## config.mk

```make
export PLATFORM = sky130hd
export DESIGN_NAME = shift_serializer
export DESIGN_NICKNAME = d
export VERILOG_FILES = /design/src/rtl/shift_serializer.sv
export SDC_FILE = /design/constraint.sdc
export NUM_CORES = 1
export LEC_CHECK = 0
export CAP_MARGIN = 5
export CORE_MARGIN = 2
export CORE_UTILIZATION = 50
export CTS_CLUSTER_SIZE = 20
export DETAILED_ROUTE_END_ITERATION = 7
export HOLD_SLACK_MARGIN = 0.06
export MAX_ROUTING_LAYER = met4
export PLACE_DENSITY_LB_ADDON = 0.3
export SYNTH_ARGS = -nofsm -noshare
export SYNTH_HDL_FRONTEND = slang
export SYNTH_SLANG_ARGS = --single-unit
```

## constraint.sdc

```tcl
create_clock -name clk -period 2.5 [get_ports clk]
set_input_delay 0.5 -clock clk [delete_from_list [all_inputs] [get_ports clk]]
set_output_delay 0.5 -clock clk [all_outputs]
set_load 0.1 [all_outputs]
```

## src/rtl/shift_serializer.sv

```systemverilog
// Parallel-to-serial front end: accepts WIDTH-bit words over valid/ready and
// emits them one bit per clock with a matching enable strobe and frame marker.
module shift_serializer #(
  parameter int WIDTH     = 8,
  parameter int LSB_FIRST = 0
) (
  input  logic             clk,
  input  logic             reset,
  input  logic [WIDTH-1:0] in_data,
  input  logic             in_valid,
  output logic             in_ready,
  output logic             serial_out,
  output logic             serial_en,
  output logic             frame_start,
  output logic             busy,
  output logic             state_dbg
);

  localparam int CW = $clog2(WIDTH);
  localparam logic [CW-1:0] LAST = CW'(WIDTH - 1);

  typedef enum logic {IDLE = 1'b0, SHIFT = 1'b1} state_t;

  state_t           state, state_nx;
  logic [WIDTH-1:0] sreg, sreg_nx;
  logic [WIDTH-1:0] hold, hold_nx;
  logic             hold_full, hold_full_nx;
  logic [CW-1:0]    cnt, cnt_nx;
  logic [WIDTH-1:0] shifted;
  logic             accept;

  // Handshake: a word transfers on a rising edge where in_valid && in_ready;
  // in_ready depends only on registered state and reset, never on in_valid.
  assign in_ready = !hold_full && !reset;
  assign accept   = in_valid && in_ready;

  // Zero fill means sreg empties itself by the time the FSM returns to IDLE.
  assign shifted = (LSB_FIRST != 0) ? (sreg >> 1) : (sreg << 1);

  always_ff @(posedge clk or posedge reset) begin
    if (reset) begin
      state     <= IDLE;
      sreg      <= '0;
      hold      <= '0;
      hold_full <= 1'b0;
      cnt       <= '0;
    end else begin
      state     <= state_nx;
      sreg      <= sreg_nx;
      hold      <= hold_nx;
      hold_full <= hold_full_nx;
      cnt       <= cnt_nx;
    end
  end

  always_comb begin
    state_nx     = state;
    sreg_nx      = sreg;
    hold_nx      = hold;
    hold_full_nx = hold_full;
    cnt_nx       = cnt;
    case (state)
      IDLE: begin
        if (accept) begin
          sreg_nx  = in_data;
          cnt_nx   = '0;
          state_nx = SHIFT;
        end
      end
      SHIFT: begin
        if (cnt != LAST) begin
          sreg_nx = shifted;
          cnt_nx  = cnt + CW'(1);
          if (accept) begin
            hold_nx      = in_data;
            hold_full_nx = 1'b1;
          end
        end else begin
          // Last bit: the held word wins; in_ready is low whenever hold_full is set.
          cnt_nx = '0;
          if (hold_full) begin
            sreg_nx      = hold;
            hold_full_nx = 1'b0;
          end else if (accept) begin
            sreg_nx = in_data;
          end else begin
            sreg_nx  = shifted;
            state_nx = IDLE;
          end
        end
      end
      default: state_nx = IDLE;
    endcase
  end

  assign serial_out  = (LSB_FIRST != 0) ? sreg[0] : sreg[WIDTH-1];
  assign serial_en   = (state == SHIFT);
  assign frame_start = serial_en && (cnt == '0);
  assign busy        = (state == SHIFT) || hold_full;
  assign state_dbg   = state;

endmodule
```

-- Word level (Yosys, flattened, before mapping)
Cells that the tools add are included.
- bits in registers: 21
- input port bits: 11
- add/sub/neg operators: 1
- bitwise operators: 1
- equal/unequal tests: 3
- muxes and demuxes: 14
- reductions and logical operators: 9
- operator list (operator ; number):
    8-bit 2-to-1 mux ; 4
    8-bit one-hot mux with 2 select lines ; 1
    3-bit 2-to-1 mux ; 2
    3-bit one-hot mux with 2 select lines ; 1
    1-bit 2-to-1 mux ; 5
    2-bit != test, second input constant ; 2
    3-bit by 1-bit adder with 3-bit output, second input constant ; 1
    1-bit logical AND ; 3
    3-bit zero test ; 1
    3-bit != test, second input constant ; 1
    3-bit AND reduction ; 1
    1-bit zero test ; 2
    1-bit one-hot mux with 2 select lines ; 1
    2-bit AND reduction ; 1
    1-bit logical OR ; 1
    1-bit inverter ; 1

-- Longest topological paths before layout
- depth after elaboration: 7
- gate-level depth with buffers: 6

-- Worst setup path after synthesis
No wires, ideal clock.
- path type: reg-to-output
- from: register state (netlist: serial_en)
- to: output port frame_start
- required time: 2.000 ns
- path slack: -0.599 ns
- cell stages (with the launch flop): 4
- path buffers: 1
- arrival time: 2.599 ns
- cell sequence: dfrtp_1 > buf_2 > nand2_1 > nor2_1
- cells in the longest elaborated chain, start to end: 1
- ends and longest elaborated chain (what ; line ; text):
    from (decl) ; 24 ; state_t state, state_nx;
    from (signal assigned) ; 48 ; state <= state_nx;
    1-bit logical AND ; 98 ; assign frame_start = serial_en && (cnt == '0);
    to (decl) ; 14 ; output logic frame_start,
Every way passes these cells.

-- Final worst setup path
Same ends and word-level chain as after synthesis.

==> summary.md <==
The flow ran to the end, and the final reports show no timing, DRC or antenna violations. The core footprint is 0.00196 mm^2. Setup violations remaining at the end of the flow were counted as 0. The share of total power dissipated in sequential elements is 41.1%.

With fillers left out, the area of the finished cells amounts to 0.00125 mm^2. After technology mapping, the gate count stands at 104. The min-delay analysis places its worst path in the category flip-flop to flip-flop. The setup slack after placement is 486 ps. The final critical path takes up 80.2% of the cycle. The run gives 23 as the number of unique standard cell types used by synthesis.

Detailed placement finished with a half-perimeter wire length of 1520 um. The number of antenna diodes in the final layout is 0. 17 I/O pins were placed. The synthesized design contains 0 enable-type register cells. The largest single stage delay on the critical path is 650 ps. Number of gates resized after CTS: 0. The detailed router finished its first iteration with 11 violations.

The worst register-to-register path ends at sreg[1]. Leaving out filler cells and counting taps, the final layout contains 147. Dividing the synthesized area by the synthesized cell count gives 10.1 um^2. The number of buffers and inverters on the critical path came out at 1. The run gives 0 as the count of synthesis-stage warnings from yosys. The number of cells on the worst reg-to-reg path is 5.

Reg-to-reg critical path startpoint: cnt[0]. The routed wire length is 2050 um, and the required time of the critical path is 2000 ps. TritonCTS built the clock tree.

After floorplanning, the core was divided into 16 placement rows. In the routed design, unresolved DRC markers number 0. At the end of routability-driven placement, the weighted congestion stood at 0.842. The final layout contains 135 nets. For the hold violation count in the final report, the log shows 0.

The first detailed-routing pass ran for 4 iterations. The startpoint identified for the worst hold timing path is hold[5]. The number of stages on the worst setup path was 3. Of the post-synthesis cell area, the dominant cell type holds 50.1%. Between clock sinks in the finished design, the worst skew comes to 6.43 ps.

Summing internal, switching and leakage power gives 1.46 mW. Counting every net in the synthesized netlist gives 118. The global router's overall resource usage came out at 19.9%.

The post-route netlist has 21.7% of its cells at a drive strength greater than 1. The fraction of power consumed by the clock network was 11.3%. The initial utilization of the core area, before any placement, comes to 53.4%. No sink is reached through more buffers than the 2 on the longest clock path.

STA classifies the critical path startpoint as a flip-flop. The peak fanout along the critical path works out to 14. The via count of the first global-routing pass was 795; the share of flip-flops with an asynchronous set or reset was 100%. The cell type with the highest aggregate area in the netlist was dfrtp_1. The run gives 3650 um as the first-pass GRT wire length.

Clock-pin slew on the worst setup and hold paths: 120 ps. The maximum vdd ir drop is 773 uV, and the max-cap violation count is 0. The clock reaches the later pin of the worst-skew pair after 310 ps. The tools report the relative max-transition margin as 66.5%. Internal power comes to 0.771 mW. By area the synthesized netlist is led by dfrtp_1 50%, nand3_1 12%, mux2_2 8.6%. The run gives 47.6% as the proportion of power drawn by combinational gates. The number of H-tree branching levels was 1; the post-synthesis sequential element count was 21.

The clock drives 21 sinks. The number of vias per cell was 5.63; the total overflow reported by the global router was 0. The tools report the source of the critical timing path as serial_en.

Measured along the y axis, the die boundary spans 49.8 um. In this run the cell area of the synthesized design comes to 0.00105 mm^2. The final total negative setup slack was 0 ps; the pin count of the biggest net entering global routing was 15.

The family with the most delay on the worst path was flip-flops. The signal on the critical path passes through nand2_1 > nor2_4 > buf_4. The root buffer cell chosen for the clock tree is clkbuf_4. Setup repair after global routing left no endpoint under its margin. Cells fill 63.9% of the core in the end. The setup check on the worst reg-to-reg path leaves a slack of 870 ps. The final critical path time including I/O delays and setup came out at 2000 ps. For the worst setup path, the data arrival time is 1500 ps. The total number of vias came out at 827. Summing all placed instances gives a cell area of 0.00123 mm^2.

The capturing element of the worst setup path is frame_start. Switching portion of total power: 47.1%. From left edge to right edge, the die measures 49.8 um.

In the synthesized netlist the dominant register cell turns out to be dfrtp_1. The type of the worst setup path was flip-flop to primary output. The logs give 499 MHz for the maximum clock frequency and 50.1% for the post-synthesis sequential area ratio.

The run gives 0.00248 mm^2 as the area of the die. The total area of multi-input combinational cells was 472 um^2. Slowest cell on the critical path: dfrtp_1. For this design the ratio of total power to cell area is 1160 mW/mm^2. The tools report the hold buffer count at cts as 0. The tightest hold path in the finished design has a slack of 508 ps. The max-slew violation count is 0.

The number of clock buffers added by TritonCTS is 3. Once placement completed, the tool counted placed cells totaling 143. The number of antenna violations at the first check in global routing was 0. Once detail routing completed, the nets flagged for antenna violations numbered 0.

Total leakage power: 0.554 nW. STA classifies the critical path endpoint as a primary output. In this run the post-CTS setup repair buffer count came out at 0. The switching power summed over all nets is 0.686 mW, and the number of filler instances in the final layout is 173. The worst path meets setup with 495 ps of slack. The register cell area after layout is 526 um^2, and the worst-margin pin slew is 501 ps. Relative to the synthesized area, the layout overhead comes to 19.6%.

Routed wire length per instance: 14.0 um. The count of buffers added on input and output ports is 16.
==> layout by cell type (no fill, tap or decap), types with 3 or more instances in the layout <==
master           synthesis  layout
mux2_2                   8       8
buf_4                    1       7
clkdlybuf4s50_1          0      10
o21ai_0                  4       4
nand4_1                  8       8
inv_1                    5       5
nand2_1                 12      12
ha_1                     3       3
nand3_1                 25      25
clkbuf_4                 0       3
dfrtp_1                 21      21
==> synth_stat cells, types with 2 or more instances <==
cell,number
nand3_1,25
nand2_1,12
clkbuf_1,2
inv_1,5
o21ai_0,4
buf_2,2
mux2_2,8
nand4_1,8
dfrtp_1,21
nor2_1,2
ha_1,3
==> area by class of cell <==
type | count | share of cell area, %
clock inverters | 1 | 0.399
well taps | 27 | 2.69
inverters | 6 | 1.80
flip-flops and latches | 21 | 41.9
multi-input cells | 71 | 37.6
repair buffers | 18 | 13.8
clock buffers | 3 | 1.80
==> how the worst min path moves through the flow <==
stage,to,slack (ps),cells after the start
floorplan,sreg[1],460,2
detailed placement,sreg[6],480,2
global placement,sreg[2],470,2
global route,sreg[2],540,2
CTS,sreg[6],510,2
finish,sreg[5],510,2
==> worst reg2reg max path: cells and delay by family (launching register included) <==
family                     cells  cell delay [ps]
and+or+nand+nor                3              640
adders and majority gates      2              450
DFF                            1              430
==> sequential cells by signal, indices dropped and copies added, names as in the netlist <==
signal / count
serial_en: 1
cnt: 3
hold_full: 1
sreg: 8
hold: 8
==> routing by layer <==
layer  vias up  track usage (%)  wire (um)
li1        402                -          -
met1       401             26.5        929
met2        22             31.8        994
met3         2             3.94        111
met4         0             4.17         20
met5         -                -          0
==> logic make-up after synthesis <==
group	Yosys count	share of synthesized area, %
buf+inv	12	5.61
mux	8	8.59
fa+ha+maj	3	3.58
simple gates	54	28.6
flops	21	50.1
compound gates	6	3.46
==> power groups by stage <==
stage | clock network [mW] | logic, mW | registers, mW
global route | 0.186 | 0.765 | 0.621
global placement | 0 | 0.685 | 0.597
CTS | 0.166 | 0.702 | 0.599
detailed placement | 0 | 0.699 | 0.606
finish | 0.165 | 0.694 | 0.598
floorplan | 0 | 0.532 | 0.625
Note: power is estimated with default switching activity, not from simulation.
